==> config.mk <==
export PLATFORM = sky130hd
export DESIGN_NAME = sequence_generator_flat
export DESIGN_NICKNAME = d
export VERILOG_FILES = /design/src/rtl/sequence_generator_if.sv /design/src/rtl/sequence_generator.sv /design/src/flat_wrapper.sv
export SDC_FILE = /design/constraint.sdc
export NUM_CORES = 1
export LEC_CHECK = 0
export CAP_MARGIN = 20
export CORE_MARGIN = 4
export CORE_UTILIZATION = 45
export DETAILED_ROUTE_END_ITERATION = 6
export PLACE_DENSITY = 0.82
export SETUP_SLACK_MARGIN = 0.4
export SYNTH_ARGS = -nofsm -noshare
export SYNTH_HDL_FRONTEND = slang
export SYNTH_SLANG_ARGS = --single-unit
==> constraint.sdc <==
create_clock -name clk -period 2.6 [get_ports clk]
set_clock_uncertainty 0.2 [all_clocks]
set_input_delay 0.78 -clock clk [delete_from_list [all_inputs] [get_ports clk]]
set_output_delay 0.78 -clock clk [all_outputs]
set_load 0.01 [all_outputs]
==> src/rtl/sequence_generator_if.sv <==
// Bus between a pattern source and the serial sequence generator.
// The master side loads a pattern and controls the run; the slave side
// (the generator) returns the serial bit stream and its status.
interface sequence_generator_if #(
  parameter int MAXLEN = 44
);
  logic              load;
  logic [MAXLEN-1:0] pattern;
  logic [5:0]        length;
  logic              rep;
  logic              hold;
  logic              stop;
  logic              X;
  logic              x_valid;
  logic              busy;
  logic              done;
  logic [5:0]        idx;

  modport master (
    output load, pattern, length, rep, hold, stop,
    input  X, x_valid, busy, done, idx
  );

  modport slave (
    input  load, pattern, length, rep, hold, stop,
    output X, x_valid, busy, done, idx
  );
endinterface

==> src/rtl/sequence_generator.sv <==
// Serial pattern generator: captures a pattern of up to MAXLEN bits and shifts
// it out MSB-first (from bit length-1) one bit per clock. It can repeat the
// pattern with no gap, freeze on hold, and abort on stop.
module sequence_generator #(
  parameter int MAXLEN = 44
) (
  input  logic                 clk,
  input  logic                 reset,
  sequence_generator_if.slave  bus
);

  typedef enum logic [1:0] {IDLE, SEND, DONE} state_e;

  localparam logic [5:0] MAX_LEN6 = 6'(MAXLEN);

  state_e            state_q, state_d;
  logic [MAXLEN-1:0] sh_q, sh_d;
  logic [5:0]        idx_q, idx_d;
  logic [5:0]        last_q, last_d;   // captured length-1, reload point for repeat
  logic              rep_q, rep_d;
  logic [5:0]        len_clamp;

  // Oversized lengths are clamped to the shift register width
  always_comb begin
    len_clamp = (bus.length > MAX_LEN6) ? MAX_LEN6 : bus.length;
  end

  // State and data registers; reset wins over every other input
  always_ff @(posedge clk) begin
    if (reset) begin
      state_q <= IDLE;
      sh_q    <= '0;
      idx_q   <= '0;
      last_q  <= '0;
      rep_q   <= 1'b0;
    end else begin
      state_q <= state_d;
      sh_q    <= sh_d;
      idx_q   <= idx_d;
      last_q  <= last_d;
      rep_q   <= rep_d;
    end
  end

  // Next-state and data-path update
  always_comb begin
    state_d = state_q;
    sh_d    = sh_q;
    idx_d   = idx_q;
    last_d  = last_q;
    rep_d   = rep_q;
    case (state_q)
      IDLE: begin
        // A zero-length request is dropped; load is only honoured here
        if (bus.load && (bus.length != 6'd0)) begin
          sh_d    = bus.pattern;
          idx_d   = len_clamp - 6'd1;
          last_d  = len_clamp - 6'd1;
          rep_d   = bus.rep;
          state_d = SEND;
        end
      end
      SEND: begin
        if (bus.stop) begin
          idx_d   = '0;
          state_d = IDLE;
        end else if (!bus.hold) begin
          if (idx_q != 6'd0) begin
            idx_d = idx_q - 6'd1;
          end else if (rep_q) begin
            idx_d = last_q;
          end else begin
            state_d = DONE;
          end
        end
      end
      DONE: begin
        // Single pulse cycle; stop lands in IDLE as well
        state_d = IDLE;
      end
      default: begin
        state_d = IDLE;
      end
    endcase
  end

  // Outputs decoded from registered state
  always_comb begin
    bus.X       = 1'b0;
    bus.x_valid = 1'b0;
    bus.busy    = (state_q != IDLE);
    bus.done    = (state_q == DONE);
    bus.idx     = idx_q;
    if (state_q == SEND) begin
      bus.X       = sh_q[idx_q];
      bus.x_valid = 1'b1;
    end
  end

endmodule
==> src/flat_wrapper.sv <==
// flat-port wrapper written by rule: the top's interface ports become plain ports
module sequence_generator_flat 
#(
  parameter int MAXLEN = 44
)
  (clk, reset, bus_load, bus_pattern, bus_length, bus_rep, bus_hold, bus_stop, bus_X, bus_x_valid, bus_busy, bus_done, bus_idx);
  sequence_generator_if #(.MAXLEN(MAXLEN)) bus_i ();
  input  logic clk;
  input  logic reset;
  input wire logic [$bits(bus_i.load)-1:0] bus_load;
  input wire logic [$bits(bus_i.pattern)-1:0] bus_pattern;
  input wire logic [$bits(bus_i.length)-1:0] bus_length;
  input wire logic [$bits(bus_i.rep)-1:0] bus_rep;
  input wire logic [$bits(bus_i.hold)-1:0] bus_hold;
  input wire logic [$bits(bus_i.stop)-1:0] bus_stop;
  output wire logic [$bits(bus_i.X)-1:0] bus_X;
  output wire logic [$bits(bus_i.x_valid)-1:0] bus_x_valid;
  output wire logic [$bits(bus_i.busy)-1:0] bus_busy;
  output wire logic [$bits(bus_i.done)-1:0] bus_done;
  output wire logic [$bits(bus_i.idx)-1:0] bus_idx;
  assign bus_i.load = bus_load;
  assign bus_i.pattern = bus_pattern;
  assign bus_i.length = bus_length;
  assign bus_i.rep = bus_rep;
  assign bus_i.hold = bus_hold;
  assign bus_i.stop = bus_stop;
  assign bus_X = bus_i.X;
  assign bus_x_valid = bus_i.x_valid;
  assign bus_busy = bus_i.busy;
  assign bus_done = bus_i.done;
  assign bus_idx = bus_i.idx;
  sequence_generator #(.MAXLEN(MAXLEN)) u_core (.clk(clk), .reset(reset), .bus(bus_i));
endmodule
======== Yosys cells after proc, flatten, opt, wreduce, memory -nomap -nowiden ========
Cells that the tools add are included.
word-level totals
  flip-flop bits (word level) ............. 59
  bits in latches ......................... 0
  bits in writable memories ............... 0
  ROM bits ................................ 0
  output and inout bits ................... 10
  memories ................................ 0
operators by class
  add/sub/neg operators ................... 2
  multiply operators ...................... 0
  div/mod/pow operators ................... 0
  magnitude comparators ................... 2
  eq/ne operators ......................... 7
  shifts and indexed selects .............. 0
  multiplexer cells ....................... 17
  bitwise logic cells ..................... 0
  reduce and logical (&&, ||, !) cells .... 9
operators with widths
  kind                                                                    count
  6-bit two-way mux                                                       6
  6-bit one-hot mux with 2 select lines                                   1
  6-bit nonzero test                                                      2
  6-bit by 1-bit subtractor with 6-bit output (second input constant)     2
  2-bit two-way mux                                                       5
  3-bit != test (second input constant)                                   3
  4-bit AND reduction                                                     2
  6-bit by 7-bit < comparator with 1-bit output (second input constant)   1
  1-bit binary-select mux with 6-bit select                               1
  6-bit > comparator (second input constant)                              1
  4-bit by 2-bit != test with 1-bit output (second input constant)        1
  2-bit one-hot mux with 2 select lines                                   1
  2-bit nonzero test                                                      2
  1-bit two-way mux                                                       3
  2-bit by 1-bit equality test with 1-bit output (second input constant)  1
  2-bit equality test (second input constant)                             1
  2-bit zero test                                                         1
  2-bit by 1-bit != test with 1-bit output (second input constant)        1
  2-bit AND reduction                                                     1
  1-bit logical AND                                                       1

======== Logic depth before layout (Yosys ltp) ========
Gate-level depths: netlist (run 1).
  depth after elaboration ................. 5
  depth in mapped cells ................... 10
  mapped depth without buffers ............ 8

======== Worst setup path before layout (run 1) ========
OpenSTA, ideal clock, no wires.
  path kind ............................... reg2out
  from .................................... reg u_core.idx_q[1] (netlist: u_core.bus.idx[1])
  to ...................................... out bus_X
  arrival time ............................ 1.851 ns
  setup slack ............................. -0.231 ns
  cell stages (with the launch flop) ...... 6
  path through ............................ dfxtp_1 > mux4_2 > nor3b_1 > or4_1 > a31oi_1 > o41ai_1
on the way
  cells in the longest elaborated chain, start to end .. 3
RTL lines
  what                                       RTL line                  source
  from (decl)                                sequence_generator.sv:18  logic [5:0] idx_q, idx_d;
  from (signal assigned)                     sequence_generator.sv:39  idx_q <= idx_d;
  1-bit binary-select mux with 6-bit select  sequence_generator.sv:95  bus.X = sh_q[idx_q];
  1-bit two-way mux (not written as such)    sequence_generator.sv:95
  1-bit two-way mux                          sequence_generator.sv:94  if (state_q == SEND) begin
  to (decl)                                  flat_wrapper.sv:16        output wire logic [$bits(bus_i.X)-1:0] bus_X;
No other way between the ends. The select of a mux whose other input is x is not followed.

======== Worst setup path after layout (run 1) ========
Ends and elaborated chain as after synthesis.

==> results of run 1 <==
==> final cells by class <==
class	count	area [um^2]	area share, %
Clock buffer	11	163	3.10
Clock inverter	5	58.8	1.12
Inverter	4	16.3	0.310
Multi-Input combinational cell	256	2270	43.3
Sequential cell	59	1200	23.0
Tap cell	75	93.8	1.79
Timing Repair Buffer	130	1440	27.5
==> cells by family after synthesis <==
logic type,after synthesis
buf+inv,30
xor+xnor,5
simple gates,153
compound gates,77
fa+ha+maj,3
flops,59
mux,17
==> routing by layer <==
| layer | track usage (%) | up-vias |
|---|---|---|
| li1 | - | 1441 |
| met1 | 35.3 | 1689 |
| met2 | 50.6 | 274 |
| met3 | 7.85 | 82 |
| met4 | 15.5 | 0 |
| met5 | 0 | - |
==> worst register-to-register path: stages, from the launching register on <==
cell and delay (ns):
dfxtp_4 0.38, buf_4 0.19, nor3_1 0.67, nand2_1 0.18, buf_6 0.20, nand2_1 0.09, o211ai_1 0.19, a311oi_2 0.33
==> where the power goes <==
part / internal (mW) / leakage, nW / switching, mW
clock network: 0.526 / 0.107 / 0.432
registers: 0.972 / 0.490 / 0.0873
logic: 0.502 / 1.57 / 0.510
total: 2.00 / 2.17 / 1.03
==> state kept, by name, indices dropped and copies added, names as in the netlist <==
register,count
u_core.state_q,2
u_core.bus.idx,6
u_core.sh_q,44
u_core.rep_q,1
u_core.last_q,6
==> cells in the final DEF (no fill, tap or decap), types with 3 or more instances in the layout <==
master,netlist,final
nor2_1,17,8
dfxtp_1,59,52
a311oi_2,4,6
nand2_2,0,3
dlygate4sd2_1,0,7
nor3_1,6,4
buf_16,0,8
o211ai_1,5,5
mux4_2,10,10
dfxtp_4,0,6
buf_4,0,35
nand2b_1,4,3
a31oi_1,4,4
buf_12,0,7
nor4_1,3,3
a21oi_2,0,49
buf_2,8,3
nor2_4,0,7
nand2_1,109,59
clkbuf_8,0,10
mux2i_1,7,6
clkdlybuf4s50_1,0,49
xnor2_1,5,5
buf_6,2,16
nand2_4,0,47
==> what timing repair did <==
| action | in CTS | in global routing |
|---|---|---|
| pin swaps | 33 | 29 |
| endpoints found under the setup margin | 68 | 64 |
| gates resized for setup | 202 | 50 |
| cloned | 8 | 3 |
| buffers inserted | 14 | 3 |
==> worst max-delay path by stage <==
stage | slack, ns | cells after the start | startpoint | end
5_1_grt | -0.67 | 6 | u_core.bus.idx[1] | bus_X
6_report | -0.63 | 6 | u_core.bus.idx[1] | bus_X
3_3_place_gp | -0.53 | 7 | u_core.bus.idx[2] | bus_X
3_5_place_dp | -0.56 | 6 | u_core.bus.idx[1] | bus_X
4_1_cts | -0.56 | 6 | u_core.bus.idx[1] | bus_X
2_1_floorplan | -0.05 | 5 | u_core.bus.idx[1] | bus_X
==> flow_summary.yaml, run 1 <==
cts:
  numCtsBuffers: 9
  root_buffer: "clkbuf_8"
  clk_path_buf_depth: 2
  cts.sinks: 59
  cts_tree: "done"
  clk_pin_slew_ns: 0.07
  htreeDepth: 3
  ctsHoldBuffers: 0
  insertion_delay_ns: 0.37
worst_setup_path:
  r2r_slack_ns: 0.08
  timing.critical_path.buf_inv: 1
  cp_data_arrival_time_ns: 2.25
  slowest_stage: "mux4_2"
  cp-start-kind: "flip-flop"
  r2r-start: "u_core.bus.idx[2]"
  critPathTopFamily: "simple AND/OR/NAND/NOR gates"
  end_kind: "output port"
  cp_max_fo: 2
  r2r-end: "u_core.bus.idx[2]"
  critPathKind: "reg -> out"
  critical-path-max-stage-delay_ns: 0.52
  r2r_cells: 7
  worstPathRequired_ns: 1.62
  cp_cell_sequence: "mux4_2 > nor3b_2 > or4_1 > a31oi_1 > o41ai_2 > buf_2"
final_layout:
  n_fill_cell: 268
  fin_area_um2: 5250
  final_nets: 519
  diodes: 0
  fin_cells: 540
  drive_gt1_share_pct: 52.0
  utilization_pct: 87.1
  area_delta_synth_final_pct: 85.2
synthesis:
  synth_most_common_cell: "nand2_1"
  synth_seq_area_share_pct: 41.7
  synth_top_area_cell: "dfxtp_1"
  synth-compound-area-share_pct: 17.6
  synthTopCellsByCount: "109 x nand2_1, 59 x dfxtp_1, 50 x a21oi_1"
  synthSimpleGateAreaFrac_pct: 22.6
  synthDistinctLibCells: 41
  avgSynthCellArea_um2: 8.24
  synth_ff_type: "dfxtp_1"
  synth_top_family_by_area: "simple AND/OR/NAND/NOR gates"
  synth_adder_area_share_pct: 1.32
  synth-edff-count: 0
  synthTopCellsByArea: "dfxtp_1 42%, nand2_1 14%, a21oi_1 8.8%"
  ys_ff_latch: 59
  ys_warn_count: 0
  synth-xor-area-share_pct: 1.54
  synth.top_cell.area_share_pct: 41.7
  netlist_area_um2: 2840
  ys_async_sr_fraction_pct: 0
  muxShareOfSynthArea_pct: 10.4
  syn_inst: 344
  synth_nets: 403
floorplanning:
  start_util_pct: 47.1
  core_um2: 6030
  ios: 66
  row_count: 28
  die_h_um: 87.4
  dieArea_um2: 7630
  die_w_um: 87.4
min_path:
  min_to: "u_core.sh_q[43]"
  hold_path.class: "reg -> reg"
  hold_start: "u_core.sh_q[43]"
  hold_depth: 2
route:
  highest_layer: "met4"
  wirelength_met1_um: 5130
  first_pass_iters: 5
  drc: 0
  route.met3.wl_um: 1460
  num_vias: 3486
  drt_iter0_drc: 444
  viasPerCell: 6.46
  wl_um: 13900
  met2WireLength_um: 6490
  wire_per_inst_um: 25.6
  ant_nets: 0
run_status:
  status: "complete, but fails checks"
  violations: "negative setup slack"
timing:
  tightest_slew_ns: 0.790
  final-max-slew-violation-count: 0
  max_freq_mhz: 309
  fin_crit_sh_pct: 124
  finalSetupTns_ns: -0.634
  hold_viol: 0
  hold_ws_ns: 0.279
  layout_setup_ws_ns: -0.634
  setup_viol: 1
  slew_headroom_pct: 46.9
  period_needed_ns: 3.23
  rsz0062_at_grt: "true"
place:
  place_worst_setup_slack_ns: -0.556
  place_area_um2: 3820
  dp_hpwl_um: 5380
  dp_cells: 496
  routabilityCongestion: 0.935
  io_buffers: 65
global_route:
  grt_max_degree: 53
  grt_pass1_wl_um: 17400
  grt_pass1_vias: 3314
  grt_overflow: 0
  grt_usage_pct: 30.2
  antenna_found_initial: 0
power_and_ir_drop:
  ir_drop_mv: 0.457
  leakage_nw: 2.17
  power_mw: 3.03
  power.density_nw_per_um2: 577
job:
  maxCapViolations: 0
Power figures use the tool's default switching activity.
==> inputs of run 2 (changes only) <==
Settings changed: CELL_PAD_IN_SITES_DETAIL_PLACEMENT set to 0, CELL_PAD_IN_SITES_GLOBAL_PLACEMENT set to 1, CORE_UTILIZATION 45 to 33.
==> run 2 against run 1 <==
The flow still finishes with violations (negative setup slack); via count shrank 13%; total power shrank 3.7%; clock power shrank 0.6%; cell area shrank 0.60%; sequential power is essentially flat; combinational power shrank 9%; critical path type unchanged; largest power group unchanged.
==> flow_summary.yaml, run 2 (synthesis gave the netlist of run 1 again) <==
run_status:
  status: "complete, but fails checks"
  violations: "negative setup slack"
cts:
  ctsHoldBuffers: 0
  numCtsBuffers: 9
  root_buffer: "clkbuf_8"
  clk_path_buf_depth: 2
  insertion_delay_ns: 0.35
  cts.sinks: 59
  htreeDepth: 3
  cts_tree: "done"
  clk_pin_slew_ns: 0.06
final_layout:
  top_register: "u_core.sh_q"
  area_delta_synth_final_pct: 84.1
  fin_cells: 573
  final_cell_mix: "61 x nand2_1, 52 x dfxtp_1, 49 x clkdlybuf4s50_1"
  final_nets: 522
  fin_area_um2: 5220
  diodes: 0
  drive_gt1_share_pct: 50.6
  utilization_pct: 62.9
  largest_reg_flops: 44
  final_common_cell: "nand2_1"
global_route:
  grt_overflow: 0
  grt_max_degree: 38
  antenna_found_initial: 0
  grt_usage_pct: 20.2
  grt_pass1_wl_um: 15800
  grt_pass1_vias: 3156
floorplanning:
  row_count: 33
  die_w_um: 101
  core_um2: 8300
  ios: 66
  dieArea_um2: 10100
  start_util_pct: 34.2
  die_h_um: 101
route:
  first_pass_iters: 4
  ant_nets: 0
  drt_iter0_drc: 125
  viasPerCell: 5.30
  drc: 0
  wire_per_inst_um: 17.8
  wl_um: 10200
  num_vias: 3035
worst_setup_path:
  critPathKind: "reg -> out"
  cp-start-kind: "flip-flop"
  cp_max_fo: 2
  worstPathRequired_ns: 1.62
  cp_data_arrival_time_ns: 2.15
  end_kind: "output port"
power_and_ir_drop:
  ir_drop_mv: 0.286
  leakage_nw: 2.18
  power.density_nw_per_um2: 559
timing:
  fin_crit_sh_pct: 121
  setup_viol: 1
  period_needed_ns: 3.13
  tightest_slew_ns: 0.663
  max_freq_mhz: 319
  final-max-slew-violation-count: 0
  slew_headroom_pct: 55.8
  layout_setup_ws_ns: -0.533
  hold_viol: 0
  hold_ws_ns: 0.277
  rsz0062_at_grt: "true"
min_path:
  hold_path.class: "reg -> reg"
place:
  routabilityCongestion: 0.840
  io_buffers: 65
  place_area_um2: 3910
  dp_cells: 532
  dp_hpwl_um: 5630
job:
  maxCapViolations: 0
[run 2: layout make-up]
type / instances / area, um^2
clock buffers: 12 / 155
repair buffers: 134 / 1420
multi-input cells: 255 / 2220
well taps: 105 / 131
inverters: 4 / 16.3
clock inverters: 4 / 72.6
fillers: 637 / 3080
flip-flops and latches: 59 / 1200
[run 2: where the power goes]
part / internal [mW] / total, mW / switching, mW / leakage (nW)
sequential: 0.973 / 1.05 / 0.0732 / 0.489
combinational: 0.489 / 0.921 / 0.432 / 1.58
clock: 0.590 / 0.952 / 0.361 / 0.113
[run 2: final timing paths]
kind | depth (start not counted) | to | start | slack (ns)
min reg2reg | 2 | u_core.sh_q[39] | u_core.sh_q[39] | 0.28
max reg2reg | 10 | u_core.bus.idx[1] | u_core.bus.idx[1] | 0.26
min | 2 | u_core.sh_q[39] | u_core.sh_q[39] | 0.28
max | 6 | bus_X | u_core.bus.idx[1] | -0.53
[run 2: metal layers]
metal  vias up  wire (um)  share of wire, %  track usage, %
met5         -          0                 0               0
li1       1433          -                 -               -
met1      1452       4120                40            23.8
met2       114       5000                49            33.8
met3        36        687               6.7            5.40
met4         0        414               4.1            10.1
[run 2: repair_timing]
| action | CTS | global route |
|---|---|---|
| setup buffers | 14 | 3 |
| endpoints found under the hold margin | 0 | 0 |
| endpoints found under the setup margin | 68 | 63 |
| resized for setup | 185 | 56 |
| pin swaps | 30 | 30 |
| cloned | 7 | 1 |
[run 2: critical path, stage by stage (launching register included)]
cell and delay [ns]:
dfxtp_4 0.35, mux4_2 0.47, nor3b_2 0.16, or4_4 0.43
a31oi_4 0.16, o41ai_2 0.09, buf_2 0.15
[run 2: per-stage QoR]
step / worst slack, ns / power, mW / setup TNS [ns]
after floorplan: -0.0506 / 1.40 / -0.0506
after global placement: -0.509 / 1.66 / -17.72
after detailed placement: -0.518 / 1.67 / -20.43
after CTS: -0.549 / 2.83 / -0.549
after global routing: -0.622 / 3.05 / -0.622
final: -0.533 / 2.92 / -0.533
